### src/rtl/frame_pixel_sequencer.sv
// rtl/frame_pixel_sequencer.sv - raster pixel coordinate sequencer with frame control
//
// Walks (x,y) over a cfg_width x cfg_height frame in raster order and presents
// one pixel per beat on a valid/ready handshake. Dimensions are captured into
// shadow registers at frame start, so the inputs may change during a frame.
//
// Ports:
//   aclk, areset           clock, asynchronous active-high reset
//   cfg_width, cfg_height  frame dimensions, sampled at frame start
//   start, stop            begin a frame (IDLE only) / end after current frame
//   continuous             repeat frames back-to-back, sampled at frame end
//   x_out, y_out           coordinates of the presented pixel
//   sof_out, eol_out       first pixel of frame / last pixel of line
//   valid_out, ready_in    pixel handshake; transfer = valid_out && ready_in
//   busy                   frame in progress
//   frame_done             pulse after the last pixel of a frame transfers
//   cfg_err                pulse when start is rejected for a zero dimension
//   frame_count            completed frames since reset, wrapping
module frame_pixel_sequencer #(
  parameter int DIM_W = 12,
  parameter int CNT_W = 16
) (
  input  logic             aclk,
  input  logic             areset,
  input  logic [DIM_W-1:0] cfg_width,
  input  logic [DIM_W-1:0] cfg_height,
  input  logic             start,
  input  logic             stop,
  input  logic             continuous,
  output logic [DIM_W-1:0] x_out,
  output logic [DIM_W-1:0] y_out,
  output logic             sof_out,
  output logic             eol_out,
  output logic             valid_out,
  input  logic             ready_in,
  output logic             busy,
  output logic             frame_done,
  output logic             cfg_err,
  output logic [CNT_W-1:0] frame_count
);

  typedef enum logic {S_IDLE, S_RUN} state_t;

  localparam logic [DIM_W-1:0] DIM_ONE = DIM_W'(1);
  localparam logic [CNT_W-1:0] CNT_ONE = CNT_W'(1);

  state_t           state;
  logic [DIM_W-1:0] w_shadow;
  logic [DIM_W-1:0] h_shadow;
  logic [DIM_W-1:0] x_cnt;
  logic [DIM_W-1:0] y_cnt;
  logic             stop_pending;

  logic last_x;
  logic last_y;
  logic cfg_ok;

  assign last_x = (x_cnt == w_shadow - DIM_ONE);
  assign last_y = (y_cnt == h_shadow - DIM_ONE);
  assign cfg_ok = (cfg_width != '0) && (cfg_height != '0);

  always_ff @(posedge aclk or posedge areset) begin
    if (areset) begin
      state        <= S_IDLE;
      w_shadow     <= '0;
      h_shadow     <= '0;
      x_cnt        <= '0;
      y_cnt        <= '0;
      stop_pending <= 1'b0;
      frame_done   <= 1'b0;
      cfg_err      <= 1'b0;
      frame_count  <= '0;
    end else begin
      frame_done <= 1'b0;
      cfg_err    <= 1'b0;
      case (state)
        S_IDLE: begin
          stop_pending <= 1'b0;
          if (start) begin
            if (cfg_ok) begin
              w_shadow <= cfg_width;
              h_shadow <= cfg_height;
              x_cnt    <= '0;
              y_cnt    <= '0;
              state    <= S_RUN;
            end else begin
              cfg_err <= 1'b1;
            end
          end
        end
        S_RUN: begin
          // A stop seen on any RUN cycle, including the last-pixel beat,
          // ends the run at the next frame boundary.
          stop_pending <= stop_pending | stop;
          if (ready_in) begin
            if (!last_x) begin
              x_cnt <= x_cnt + DIM_ONE;
            end else if (!last_y) begin
              x_cnt <= '0;
              y_cnt <= y_cnt + DIM_ONE;
            end else begin
              frame_done  <= 1'b1;
              frame_count <= frame_count + CNT_ONE;
              x_cnt       <= '0;
              y_cnt       <= '0;
              // Back-to-back frame needs a legal configuration; a zero
              // dimension at the boundary simply ends the run.
              if (continuous && !stop_pending && !stop && cfg_ok) begin
                w_shadow <= cfg_width;
                h_shadow <= cfg_height;
              end else begin
                state        <= S_IDLE;
                stop_pending <= 1'b0;
              end
            end
          end
        end
        default: state <= S_IDLE;
      endcase
    end
  end

  assign valid_out = (state == S_RUN);
  assign busy      = (state == S_RUN);
  assign x_out     = x_cnt;
  assign y_out     = y_cnt;
  assign sof_out   = valid_out && (x_cnt == '0) && (y_cnt == '0);
  assign eol_out   = valid_out && last_x;

endmodule

### config.mk
export PLATFORM = sky130hd
export DESIGN_NAME = frame_pixel_sequencer
export DESIGN_NICKNAME = d
export VERILOG_FILES = /design/src/rtl/frame_pixel_sequencer.sv
export SDC_FILE = /design/constraint.sdc
export NUM_CORES = 1
export LEC_CHECK = 0
export BUFFER_PORTS_ARGS = -buffer_cell sky130_fd_sc_hd__buf_2
export CORE_MARGIN = 1.5
export CORE_UTILIZATION = 30
export DETAILED_ROUTE_END_ITERATION = 6
export GPL_TIMING_DRIVEN = 0
export SYNTH_ARGS = -nofsm -noshare
export SYNTH_HDL_FRONTEND = slang
export SYNTH_SLANG_ARGS = --single-unit
### constraint.sdc
create_clock -name aclk -period 3.1 [get_ports aclk]
set_input_delay 0.31 -clock aclk [delete_from_list [all_inputs] [get_ports aclk]]
set_output_delay 0.31 -clock aclk [all_outputs]
set_load 0.1 [all_outputs]
==> results.yml, run 1 <==
outcome:
  status: "complete, but fails checks"
  failed_checks: "setup timing"
min_path:
  worstHoldPathType: "in -> async"
placed_design:
  estimated_wirelength_of_the_detail_placed_design_um: 8610
  gpl.final_weighted_congestion: 0.835
  numPortBuffers: 75
  dp_worst_setup_slack_ps: -631
sta:
  finalSetupTns_ps: -3570
  finalHoldViolCount: 0
  max_clock_freq_ghz: 0.309
  period_share_pct: 104
  slew-limit-headroom_pct: 42.7
  finalCriticalPeriod_ps: 3240
  final_critical_path_setup_slack_ps: -136
  timing.final.max_slew_violations: 0
  grt_setup_unrepaired: "true"
  fin_worst_hold_slack_ps: 140
  worst_pin_slew_ps: 859
  fin_worst_skew_ps: 9.05
  setup_viol_count_final: 42
setup_path:
  cpPeakStageDelay_ps: 570
  arrival_ps: 3460
  cp_startpoint: "w_shadow[1]"
  critical_path.n_buffers_inverters: 2
  cp_max_fo: 6
  path_delay_family: "simple AND/OR/NAND/NOR gates"
  critical_path_required_ps: 3320
  critical_path.most_common_cell: "or4_4"
  criticalPathCategory: "reg -> reg"
  regToRegSetupSlack_ps: -140
  startpoint_type: "register"
  critical-path-slowest-cell: "or4_4"
  rr_startpoint: "w_shadow[1]"
  path_cells: "or4_4 > or4b_4 > or4_4 > nand3_4 > nand4_4 > o31ai_4 > buf_12 > clkbuf_16 > mux2_4"
  end_kind: "register"
power:
  power.ir.vdd_worst_mv: 0.366
  cell_leakage_power_nw: 2.92
  power_per_cell_area_mw_per_mm2: 675
floorplanning:
  die_y_um: 122
  area_of_the_die_mm2: 0.0150
  placement_rows: 43
  core_footprint_mm2: 0.0139
  initial_utilization_pct: 30.8
  die_x_um: 122
  floorplan.io_pins: 76
detailed_routing:
  drtAntennaViolNets: 0
  drt-vias-per-instance: 5.27
  drc: 0
  drt-pass1-iter-count: 4
  detail_route.iter0.violations: 236
  routed_wire_length_per_instance_um: 17.4
  dr_total_vias: 3889
  detail_route.wirelength_um: 12800
yosys:
  synthesis.nets: 482
  main_synth_ff_type: "dfrtp_1"
  yosys.cell_types.count: 62
  yosysTopAreaCellShare_pct: 39.8
  synth_async_sr_flop_share_pct: 100
  summed_instance_area_of_the_synthesized_netlist_mm2: 0.00427
  yosys_warnings: 0
  synth_top_area_cell: "dfrtp_1"
  avgSynthCellArea_um2: 9.60
  yosys_register_bits: 68
  synth_most_common_cell: "dfrtp_1"
  netlist_top_cells_count: "dfrtp_1 (68), nor2_1 (32), xor2_1 (31)"
  synth.yosys.seq_area_share_pct: 39.8
  postSynthCellCount: 445
  number_of_synthesized_flops_with_an_enable_pin: 0
  synth_top_cells_by_area: "dfrtp_1 (40%), xor2_1 (6.4%), mux2_1 (5.3%)"
finish:
  antenna-diode-count: 0
  nets: 590
  multi_input_area_mm2: 0.00286
  filler_cells: 1314
  drive_above_1_share_pct: 39.4
  area.growth.synth_to_final_pct: 43.4
  storage_cell_area_mm2: 0.00171
  post_route_core_utilization_pct: 44.2
clock_network:
  count_of_clock_tree_sinks: 68
  clock_edge_transition_at_the_registers_on_the_reported_setup_and_hold_paths_ps: 60
  cts_max_path_buffers: 2
  insertion_delay_ps: 340
  cts-htree-levels: 3
  cts_tree: "done"
  hold_buffers: 0
  cts-buffers-inserted: 9
  cts_root_buffer: "clkbuf_16"
grt:
  first_global_vias: 3614
  initial_antenna_violation_count: 1
  globalRouteTotalUtil_pct: 16.3
  grt_remaining_overflow: 0
  grt_max_degree: 69
  grt_pass1_wl_um: 19000
run:
  max_cap_violations: 0
power breakdown:
part / leakage, nW / internal (mW) / total (mW) / switching [mW]
clock network: 0.175 / 0.889 / 1.28 / 0.394
registers: 0.869 / 1.05 / 1.31 / 0.258
logic: 1.88 / 0.645 / 1.55 / 0.901
total: 2.92 / 2.59 / 4.14 / 1.55
worst paths after layout:
check | cells past startpoint | endpoint
min in group aclk | 2 | h_shadow[0]
max | 9 | h_shadow[6]
max in group asynchronous | 2 | h_shadow[1]
min reg2reg | 1 | frame_count[15]
max reg2reg | 9 | h_shadow[6]
min | 2 | frame_count[0]
worst register-to-register path, delay by kind of cell, from the launching register on:
| family | cells | cell delay, ps |
|---|---|---|
| AOI/OAI and AO/OA | 1 | 310 |
| buffers and inverters | 2 | 350 |
| and+or+nand+nor | 5 | 1780 |
| DFF | 1 | 410 |
| muxes | 1 | 290 |
sequential cells by signal, summed over array words and instances (netlist names), 12 cells and up:
register / count
w_shadow: 12
y_out: 12
frame_count: 16
x_out: 12
h_shadow: 12
layout by cell type (no fill, tap or decap), types with 6 or more instances in the layout:
cell,netlist,layout
nor2b_1,7,6
inv_1,15,12
clkbuf_1,18,10
a31oi_1,6,6
nand3_1,17,16
clkbuf_16,0,13
nand2_1,25,24
xor2_1,31,30
and2_1,10,9
buf_2,2,74
nor4_1,14,9
nor2_1,32,30
or3_1,8,6
dfrtp_1,68,63
xnor2_1,17,17
buf_6,3,8
buf_4,1,13
nand4_1,10,10
and3_1,10,10
nand3b_1,6,6
nor3_1,22,12
o21ai_0,8,6
nor3_4,0,6
mux2_4,0,25
final cells by class:
class / count / share of cell area (%)
well taps: 180 / 3.67
plain buffers: 25 / 3.33
flip-flops and latches: 68 / 27.9
inverters: 15 / 0.959
clock inverters: 6 / 2.20
multi-input cells: 335 / 46.7
repair buffers: 99 / 11.4
clock buffers: 10 / 3.90
cells by family after synthesis:
| logic type | share of synthesized area, % |
|---|---|
| AO/OA/AOI/OAI | 10.3 |
| XOR/XNOR | 9.84 |
| adder cells (fa/ha/maj) | 2.05 |
| buffers and inverters | 4.45 |
| flip-flops | 39.8 |
| multiplexers | 7.55 |
| AND/OR/NAND/NOR | 26.0 |
per-stage QoR:
step                      cell area [µm²]  power (mW)  std cells
after floorplan                      4370        2.33        445
after global placement               4970        2.59        700
after detailed placement             4970        2.64        700
after CTS                            5610        4.02        726
after global routing                 6130        4.35        738
final                                6130        4.14        738
routing by layer:
metal	share of wire [%]	GRT usage [%]	up-vias
li1	-	-	1838
met1	44	20.8	1947
met2	50	27.5	84
met3	4.0	3.35	18
met4	1.2	5.67	2
met5	0.094	0	-
repair_timing:
action	4_1_cts	5_1_grt
pin swaps	5	33
setup endpoints to repair	66	65
gates resized for setup	37	88
setup buffers	11	7
gates cloned	1	6
Power figures use the tool's default switching activity.
==> run 2, diff against run 1 <==
==> constraint.sdc (replaced) <==
create_clock -name aclk -period 3.1 [get_ports aclk]
set_input_delay 0.31 -clock aclk [delete_from_list [all_inputs] [get_ports aclk]]
set_output_delay 0.31 -clock aclk [all_outputs]
set_load 0.02 [all_outputs]
==> results.yml, run 2 (same netlist as run 1, synthesis figures left out) <==
clock_network:
  cts-htree-levels: 3
  clock_edge_transition_at_the_registers_on_the_reported_setup_and_hold_paths_ps: 50
  cts-buffers-inserted: 9
  cts_max_path_buffers: 2
  insertion_delay_ps: 330
  cts_root_buffer: "clkbuf_16"
  cts_tree: "done"
  count_of_clock_tree_sinks: 68
outcome:
  status: "complete, but fails checks"
  failed_checks: "setup timing"
sta:
  fin_worst_hold_slack_ps: 150
  finalCriticalPeriod_ps: 3260
  timing.final.max_slew_violations: 0
  finalHoldViolCount: 0
  max_clock_freq_ghz: 0.307
  period_share_pct: 105
  setup_viol_count_final: 50
  fin_worst_skew_ps: 4.33
  grt_setup_unrepaired: "true"
  final_critical_path_setup_slack_ps: -162
  slew-limit-headroom_pct: 42.4
  worst_pin_slew_ps: 864
placed_design:
  gpl.final_weighted_congestion: 0.871
  numPortBuffers: 75
  estimated_wirelength_of_the_detail_placed_design_um: 8410
setup_path:
  startpoint_type: "register"
  cp_max_fo: 7
  critical_path_required_ps: 3350
  end_kind: "register"
  arrival_ps: 3510
  criticalPathCategory: "reg -> reg"
floorplanning:
  floorplan.io_pins: 76
  die_y_um: 122
  core_footprint_mm2: 0.0139
  placement_rows: 43
  area_of_the_die_mm2: 0.0150
  die_x_um: 122
  initial_utilization_pct: 30.8
finish:
  mostFrequentLayoutCell: "buf_2"
  largest_reg_flops: 16
  max_flop_register: "frame_count"
  drive_above_1_share_pct: 38.4
  nets: 597
  area.growth.synth_to_final_pct: 41.1
  layout_common_cells: "buf_2 (74), dfrtp_1 (65), xor2_1 (30), nor2_1 (30), buf_4 (25)"
  antenna-diode-count: 0
grt:
  globalRouteTotalUtil_pct: 17.1
  first_global_vias: 3817
  initial_antenna_violation_count: 0
  grt_pass1_wl_um: 19800
  grt_remaining_overflow: 0
  grt_max_degree: 69
detailed_routing:
  drt-vias-per-instance: 5.22
  routed_wire_length_per_instance_um: 16.7
  detail_route.wirelength_um: 12400
  dr_total_vias: 3890
  drt-pass1-iter-count: 4
  detail_route.iter0.violations: 185
  drtAntennaViolNets: 0
  drc: 0
power:
  cell_leakage_power_nw: 2.90
  power.ir.vdd_worst_mv: 0.277
  report.power.total_mw: 3.57
  power_per_cell_area_mw_per_mm2: 592
min_path:
  worstHoldPathType: "in -> async"
run:
  max_cap_violations: 0
## run 2: per-layer routing
metal  vias to the layer above  global-route usage (%)  wire length (µm)
met2                        89                    27.9              6180
met1                      1919                    21.8              5530
met5                         -                       0                 0
met4                         0                    9.16               357
met3                        24                    2.46               357
li1                       1858                       -                 -
## run 2: what timing repair did
item / CTS / global route
cloned: 5 / 2
pin swaps: 25 / 32
hold buffers: 0 / 0
setup buffers: 9 / 18
endpoints found under the hold margin: 0 / 0
setup endpoints to repair: 66 / 66
gates resized for setup: 69 / 47
## run 2: final timing paths
path	startpoint	to	slack (ps)	cells past startpoint
worst max-delay path	w_shadow[0]	frame_count[3]	-160	10
worst min-delay path	areset	frame_done	150	2
worst max register to register	w_shadow[0]	frame_count[3]	-160	10
worst min register to register	frame_count[15]	frame_count[15]	460	1
max in group asynchronous	areset	h_shadow[1]	2310	2
min in group aclk	cfg_width[2]	w_shadow[2]	210	2
## run 2: worst max-delay path, stage by stage, from the launching register on
cell and delay [ps]:
dfrtp_2 410, or4_4 560, or4b_1 470, or4_4 570
a31oi_4 230, nand4_4 120, buf_12 170, buf_12 140
buf_12 140, nor3b_4 190, xor2_1 160
## run 2: metrics by stage
stage                     instance area (µm²)  worst slack [ps]  std cells  util (%)  setup TNS, ps
after floorplan                          4340              -133        445         -          -2570
after global placement                   4940              -551        700      35.6         -24980
after detailed placement                 4940              -621        700      35.6         -28620
after CTS                                5670              -150        728      40.8          -4810
after global routing                     6030              -239        745      43.5         -10160
final                                    6030              -162        745      43.5          -5260
## run 2: layout make-up
type	instances	area, µm²
Inverter	15	63.8
Tap cell	180	225
Clock inverter	1	5.00
Timing Repair Buffer	108	746
Clock buffer	15	278
Sequential cell	68	1710
Fill cell	1329	7850
Multi-Input combinational cell	335	2820
Buffer	23	188
## run 2: power by group
group	switching, mW	internal, mW	total, mW
registers	0.260	1.05	1.31
clock network	0.369	0.606	0.975
logic	0.629	0.656	1.28
